## src/rtl/riscv_pkg.sv

```systemverilog
// Shared encodings for the pipeline: result-select codes, load/store funct3 codes
// and the memory-stage FSM state type.
package riscv_pkg;

  localparam logic [1:0] RES_SRC_ALU = 2'b00;
  localparam logic [1:0] RES_SRC_MEM = 2'b01;
  localparam logic [1:0] RES_SRC_PC4 = 2'b10;

  localparam logic [2:0] F3_LB  = 3'b000;
  localparam logic [2:0] F3_LH  = 3'b001;
  localparam logic [2:0] F3_LW  = 3'b010;
  localparam logic [2:0] F3_LBU = 3'b100;
  localparam logic [2:0] F3_LHU = 3'b101;
  localparam logic [2:0] F3_SB  = 3'b000;
  localparam logic [2:0] F3_SH  = 3'b001;
  localparam logic [2:0] F3_SW  = 3'b010;

  typedef enum logic {
    MEM_IDLE,
    MEM_WAIT_R
  } mem_state_e;

endpackage

```

## src/rtl/load_store_align.sv

```systemverilog
// Combinational lane logic for the data-memory port: byte enables, store-data
// replication, load extraction/extension and misalignment detection.
module load_store_align
  import riscv_pkg::*;
#(
  parameter int DATA_WIDTH = 32
) (
  input  logic [2:0]            funct3,
  input  logic [1:0]            addr_lo,
  input  logic [DATA_WIDTH-1:0] store_data,
  input  logic [DATA_WIDTH-1:0] rdata,
  output logic [3:0]            be,
  output logic [DATA_WIDTH-1:0] wdata,
  output logic [DATA_WIDTH-1:0] load_data,
  output logic                  misaligned
);

  logic [DATA_WIDTH-1:0] shifted;

  // funct3[1:0] carries the access size for both loads and stores
  always_comb begin
    be         = 4'b1111;
    wdata      = store_data;
    misaligned = 1'b0;
    case (funct3[1:0])
      2'b00: begin
        be    = 4'b0001 << addr_lo;
        wdata = {4{store_data[7:0]}};
      end
      2'b01: begin
        be         = 4'b0011 << addr_lo;
        wdata      = {2{store_data[15:0]}};
        misaligned = addr_lo[0];
      end
      default: begin
        be         = 4'b1111;
        wdata      = store_data;
        misaligned = |addr_lo;
      end
    endcase
  end

  assign shifted = rdata >> {addr_lo, 3'b000};

  always_comb begin
    load_data = rdata;
    case (funct3)
      F3_LB:   load_data = {{(DATA_WIDTH-8){shifted[7]}}, shifted[7:0]};
      F3_LH:   load_data = {{(DATA_WIDTH-16){shifted[15]}}, shifted[15:0]};
      F3_LBU:  load_data = {{(DATA_WIDTH-8){1'b0}}, shifted[7:0]};
      F3_LHU:  load_data = {{(DATA_WIDTH-16){1'b0}}, shifted[15:0]};
      default: load_data = rdata;
    endcase
  end

endmodule

```

## src/rtl/mem_wb_stage.sv

```systemverilog
// Memory/writeback stage: M-slot register, req/gnt/rvalid data-memory FSM,
// writeback result select and W register.
//   state      | meaning
//   MEM_IDLE   | no access pending; requests aligned mem ops until granted
//   MEM_WAIT_R | load granted, waiting for read data
module mem_wb_stage
  import riscv_pkg::*;
#(
  parameter int DATA_WIDTH    = 32,
  parameter int ADDRESS_WIDTH = 32
) (
  input  logic                     clk,
  input  logic                     rst,
  input  logic                     reg_write_e,
  input  logic                     mem_write_e,
  input  logic [1:0]               res_src_e,
  input  logic [2:0]               funct3_e,
  input  logic [DATA_WIDTH-1:0]    alu_result_e,
  input  logic [DATA_WIDTH-1:0]    write_data_e,
  input  logic [4:0]               rd_e,
  input  logic [ADDRESS_WIDTH-1:0] pc_plus4_e,
  output logic                     stall_m,
  output logic                     dmem_req,
  output logic                     dmem_we,
  output logic [ADDRESS_WIDTH-1:0] dmem_addr,
  output logic [DATA_WIDTH-1:0]    dmem_wdata,
  output logic [3:0]               dmem_be,
  input  logic                     dmem_gnt,
  input  logic                     dmem_rvalid,
  input  logic [DATA_WIDTH-1:0]    dmem_rdata,
  output logic [DATA_WIDTH-1:0]    alu_result_m,
  output logic [4:0]               rd_m,
  output logic                     reg_write_m,
  output logic [DATA_WIDTH-1:0]    result_w,
  output logic [4:0]               rd_w,
  output logic                     reg_write_w,
  output logic                     misalign_m
);

  logic                     mem_write_m;
  logic [1:0]               res_src_m;
  logic [2:0]               funct3_m;
  logic [DATA_WIDTH-1:0]    write_data_m;
  logic [ADDRESS_WIDTH-1:0] pc_plus4_m;

  mem_state_e            state, state_next;
  logic                  load_m, store_m, mem_op, misaligned, retire, req;
  logic [3:0]            be;
  logic [DATA_WIDTH-1:0] wdata, load_data, wb_value;

  always_ff @(posedge clk) begin
    if (rst) begin
      reg_write_m  <= 1'b0;
      mem_write_m  <= 1'b0;
      res_src_m    <= RES_SRC_ALU;
      funct3_m     <= 3'b000;
      alu_result_m <= '0;
      write_data_m <= '0;
      rd_m         <= 5'd0;
      pc_plus4_m   <= '0;
    end else if (!stall_m) begin
      reg_write_m  <= reg_write_e;
      mem_write_m  <= mem_write_e;
      res_src_m    <= res_src_e;
      funct3_m     <= funct3_e;
      alu_result_m <= alu_result_e;
      write_data_m <= write_data_e;
      rd_m         <= rd_e;
      pc_plus4_m   <= pc_plus4_e;
    end
  end

  assign load_m  = (res_src_m == RES_SRC_MEM);
  assign store_m = mem_write_m;
  assign mem_op  = load_m | store_m;

  load_store_align #(.DATA_WIDTH(DATA_WIDTH)) u_align (
    .funct3     (funct3_m),
    .addr_lo    (alu_result_m[1:0]),
    .store_data (write_data_m),
    .rdata      (dmem_rdata),
    .be         (be),
    .wdata      (wdata),
    .load_data  (load_data),
    .misaligned (misaligned)
  );

  always_ff @(posedge clk) begin
    if (rst) state <= MEM_IDLE;
    else     state <= state_next;
  end

  // rvalid outside MEM_WAIT_R is deliberately ignored
  always_comb begin
    state_next = state;
    req        = 1'b0;
    retire     = 1'b0;
    case (state)
      MEM_IDLE: begin
        if (!mem_op || misaligned) begin
          retire = 1'b1;
        end else begin
          req = 1'b1;
          if (dmem_gnt) begin
            if (store_m) retire = 1'b1;
            else         state_next = MEM_WAIT_R;
          end
        end
      end
      MEM_WAIT_R: begin
        if (dmem_rvalid) begin
          retire     = 1'b1;
          state_next = MEM_IDLE;
        end
      end
      default: state_next = MEM_IDLE;
    endcase
  end

  assign stall_m    = mem_op & ~misaligned & ~retire;
  assign misalign_m = mem_op & misaligned & (state == MEM_IDLE);

  assign dmem_req   = req;
  assign dmem_we    = req & store_m;
  assign dmem_addr  = req ? ADDRESS_WIDTH'({alu_result_m[DATA_WIDTH-1:2], 2'b00}) : '0;
  assign dmem_be    = req ? be : 4'b0000;
  assign dmem_wdata = (req && store_m) ? wdata : '0;

  // a faulting load has no data; it records its address instead
  always_comb begin
    wb_value = alu_result_m;
    case (res_src_m)
      RES_SRC_PC4: wb_value = DATA_WIDTH'(pc_plus4_m);
      RES_SRC_MEM: wb_value = misaligned ? alu_result_m : load_data;
      default:     wb_value = alu_result_m;
    endcase
  end

  always_ff @(posedge clk) begin
    if (rst) begin
      reg_write_w <= 1'b0;
      rd_w        <= 5'd0;
      result_w    <= '0;
    end else if (retire) begin
      reg_write_w <= reg_write_m & ~misalign_m;
      rd_w        <= rd_m;
      result_w    <= wb_value;
    end else begin
      reg_write_w <= 1'b0;
    end
  end

endmodule
```

## config.mk

```make
export PLATFORM = sky130hd
export DESIGN_NAME = mem_wb_stage
export DESIGN_NICKNAME = d
export VERILOG_FILES = /design/src/rtl/riscv_pkg.sv /design/src/rtl/load_store_align.sv /design/src/rtl/mem_wb_stage.sv
export SDC_FILE = /design/constraint.sdc
export NUM_CORES = 1
export LEC_CHECK = 0
export ABC_AREA = 1
export BUFFER_PORTS_ARGS = -buffer_cell sky130_fd_sc_hd__buf_4
export CAP_MARGIN = 0
export CORE_MARGIN = 2
export CORE_UTILIZATION = 35
export DETAILED_ROUTE_END_ITERATION = 10
export SLEW_MARGIN = 5
export SYNTH_ARGS = -nofsm -noshare
export SYNTH_HDL_FRONTEND = slang
export SYNTH_SLANG_ARGS = --single-unit
```

## constraint.sdc

```tcl
create_clock -name clk -period 4.71 [get_ports clk]
set_clock_uncertainty 0.05 [all_clocks]
set_input_delay 1.413 -clock clk [delete_from_list [all_inputs] [get_ports clk]]
set_output_delay 1.413 -clock clk [all_outputs]
set_load 0.05 [all_outputs]
```

==> impl_metrics.ini <==
[global_route]
grt_pass1_vias = 7543
antenna_found_initial = 1
grt_max_degree = 94
track_usage_pct = 24.0
globalRouteOverflowTotal = 0
grt_first_pass_wirelength_um = 42100

[routing]
drt_iter0_markers = 439
vias = 8373
routed_wl_um = 27800
firstDrtPassIters = 5
drt-wirelength-per-cell_um = 16.4
drc = 0
ant_nets = 0
via_per_inst = 4.94

[worst_hold_path]
hp-start = write_data_m[15]$_SDFFE_PP0N_
holdPathEnd = write_data_m[15]$_SDFFE_PP0N_
hold_path.class = reg2reg
hold_depth = 2

[clock_tree]
numCtsBuffers = 17
clock-root-buffer = clkbuf_16
cts_max_level = 4
cts_tree = built
clkSinkCount = 147
clkSlewWorstSetupHoldPaths_ns = 0.06
ctsHoldBuffers = 0
clk_latency_ns = 0.42
ctsResizeCount = 0
post_cts_buffers = 0
cts_buffer_depth = 2

[die]
start_util_pct = 35.8
die_w_um = 151
rows = 53
io_pins = 292
die_h_um = 151
coreArea_um2 = 21100
dieArea_um2 = 22700

[pwr]
p_leak_nw = 5.07
switching_power_mw = 1.72
internal-power_mw = 2.67
comb_power_share_pct = 34.3
p_total_mw = 4.39
clock_power_share_pct = 31.6
p_per_area_nw_per_um2 = 423
worst_ir_drop_vdd_v = 0.000224
switching_share_pct = 39.3
p_seq_share_pct = 34.1

[final_layout]
area_growth_pct = 37.7
nFillCells = 2248
layout.nets = 1553
drive_gt1_share_pct = 26.3

[critical_path]
endpoint_kind = primary output
critPathLaunchType = register
path_max_fanout = 34
rrSetupSlack_ns = 0.94
reg2regPathDepth = 15
crit_arrival_ns = 2.98
critPathKind = reg2out
worstReg2RegStart = alu_result_m[0]$_SDFFE_PP0N_
r2r_end = alu_result_m[11]$_SDFFE_PP0N_
required_ns = 3.25

[yosys]
synth-warning-count = 0
syn-cell-area_um2 = 7540
async_flop_share_pct = 0
syn_inst = 1170
synth_cell_type_count = 30
seq_area_frac_synth_pct = 39.0
ys.flop_type = dfxtp_1
synth_edf_count = 0
avgSynthCellArea_um2 = 6.44
ys_ff_latch = 147

[timing]
period_needed_ns = 4.45
relSlewSlack_pct = 34.8
setup_viol_count_final = 0
tightest_slew_ns = 0.978
rsz0062_at_grt = false
slew_violations = 0
hold_violations = 0
period_share_pct = 94.4
finalSetupTns_ns = 0
max_freq_ghz = 0.225

[outcome]
status = complete, no violations

[place]
dp_hpwl_um = 19100
gp_congestion = 0.882
portBuffers = 289

[run]
maxCapViolCount = 0
state kept, by name, indices dropped and copies added, names as in the netlist:
| signal | flops |
|---|---|
| alu_result_m | 32 |
| pc_plus4_m | 32 |
| result_w | 32 |
| write_data_m | 32 |
| rd_m | 5 |
| rd_w | 5 |
| funct3_m | 3 |
| res_src_m | 2 |
| mem_write_m | 1 |
| reg_write_m | 1 |
| reg_write_w | 1 |
| state | 1 |
synthesized netlist by cell type, types with 13 or more instances:
library cell  instances  area share, %
nor2_1              219             11
nand2_1             209             10
dfxtp_1             147             39
o21ai_0             145            9.6
a21oi_1             138            9.2
inv_1                83            4.1
clkbuf_1             53            2.6
o21ai_1              44            2.9
nand3_1              36            2.4
buf_4                15            1.5
or2_2                15            1.2
buf_2                13           0.86
worst max-delay path, stage by stage (launching register included):
cell and delay [ns]:
dfxtp_1 0.49, nor2_8 0.27, inv_4 0.08, nand2_4 0.08
inv_4 0.07, nor2_8 0.11, nand2_4 0.28, nor2_2 0.45
inv_1 0.32, nor2_1 0.18, buf_4 0.22
layout make-up:
type | instances | area, um^2 | area share, %
Antenna cell | 1 | 2.50 | 0.0241
Tap cell | 275 | 344 | 3.32
Timing Repair Buffer | 303 | 2290 | 22.0
Sequential cell | 147 | 2940 | 28.4
Multi-Input combinational cell | 846 | 3850 | 37.1
Inverter | 92 | 355 | 3.42
Clock inverter | 13 | 146 | 1.41
Clock buffer | 19 | 453 | 4.36
power by group through the flow:
stage / sequential (mW) / clock [mW] / combinational (mW)
detailed placement: 1.52 / 0 / 1.51
global placement: 1.52 / 0 / 1.51
global route: 1.52 / 1.47 / 1.64
CTS: 1.49 / 1.42 / 1.52
finish: 1.50 / 1.39 / 1.51
floorplan: 1.79 / 0 / 0.745
cell usage in the layout, fill, tap and decap left out, types with 3 or more instances in the layout:
master      netlist  layout
inv_2             4       3
nand3_1          36      36
o21ai_1          44      44
o21ai_0         145     145
clkinvlp_4        0       5
inv_4             2       4
nand2_4           5       5
a22oi_1           6       6
inv_1            83      82
a21oi_1         138     138
nand2_1         209     209
inv_6             0       4
or2_2            15      15
nand2_2           3       3
clkinv_1          3       3
a31o_2            5       5
nor2_1          219     219
dfxtp_1         147     147
clkbuf_16         0      17
buf_4            15     302
o22ai_1           8       8
cell families after synthesis:
| group | synth area share [%] |
|---|---|
| AO/OA/AOI/OAI | 23.8 |
| flip-flops | 39.0 |
| AND/OR/NAND/NOR | 26.8 |
| other | 0.0497 |
| buffers and inverters | 9.99 |
| adder cells (fa/ha/maj) | 0.332 |
worst max-delay path by stage:
stage / slack (ns) / depth (start not counted) / start / to
floorplan: 0.30 / 11 / alu_result_m[1]$_SDFFE_PP0N_ / dmem_wdata[16]
global placement: 0.80 / 10 / alu_result_m[0]$_SDFFE_PP0N_ / dmem_wdata[6]
detailed placement: 0.73 / 10 / alu_result_m[0]$_SDFFE_PP0N_ / dmem_wdata[18]
CTS: 0.27 / 10 / alu_result_m[0]$_SDFFE_PP0N_ / dmem_wdata[18]
global route: 0.01 / 10 / alu_result_m[0]$_SDFFE_PP0N_ / dmem_wdata[3]
finish: 0.26 / 10 / alu_result_m[0]$_SDFFE_PP0N_ / dmem_wdata[18]
routing by layer:
metal / GRT usage (%) / vias up / part of all wire (%)
met5: 0 / - / 0
met4: 6.31 / 0 / 1.6
met3: 6.78 / 23 / 7.4
met2: 38.7 / 257 / 47
met1: 31.6 / 3836 / 44
li1: - / 4257 / -
metrics by stage:
stage / worst slack [ns] / instances / utilization, % / hold slack, ns / cell area (um^2)
3_3_place_gp: 0.803 / 1663 / 46.4 / 0.415 / 9780
4_1_cts: 0.267 / 1695 / 49.2 / 0.424 / 10400
2_1_floorplan: 0.302 / 1171 / - / 0.396 / 7540
5_1_grt: 0.0102 / 1696 / 49.2 / 0.446 / 10400
3_5_place_dp: 0.732 / 1663 / 46.4 / 0.414 / 9780
6_report: 0.264 / 1696 / 49.2 / 0.423 / 10400
No activity file was read; power rests on OpenSTA's default activity.
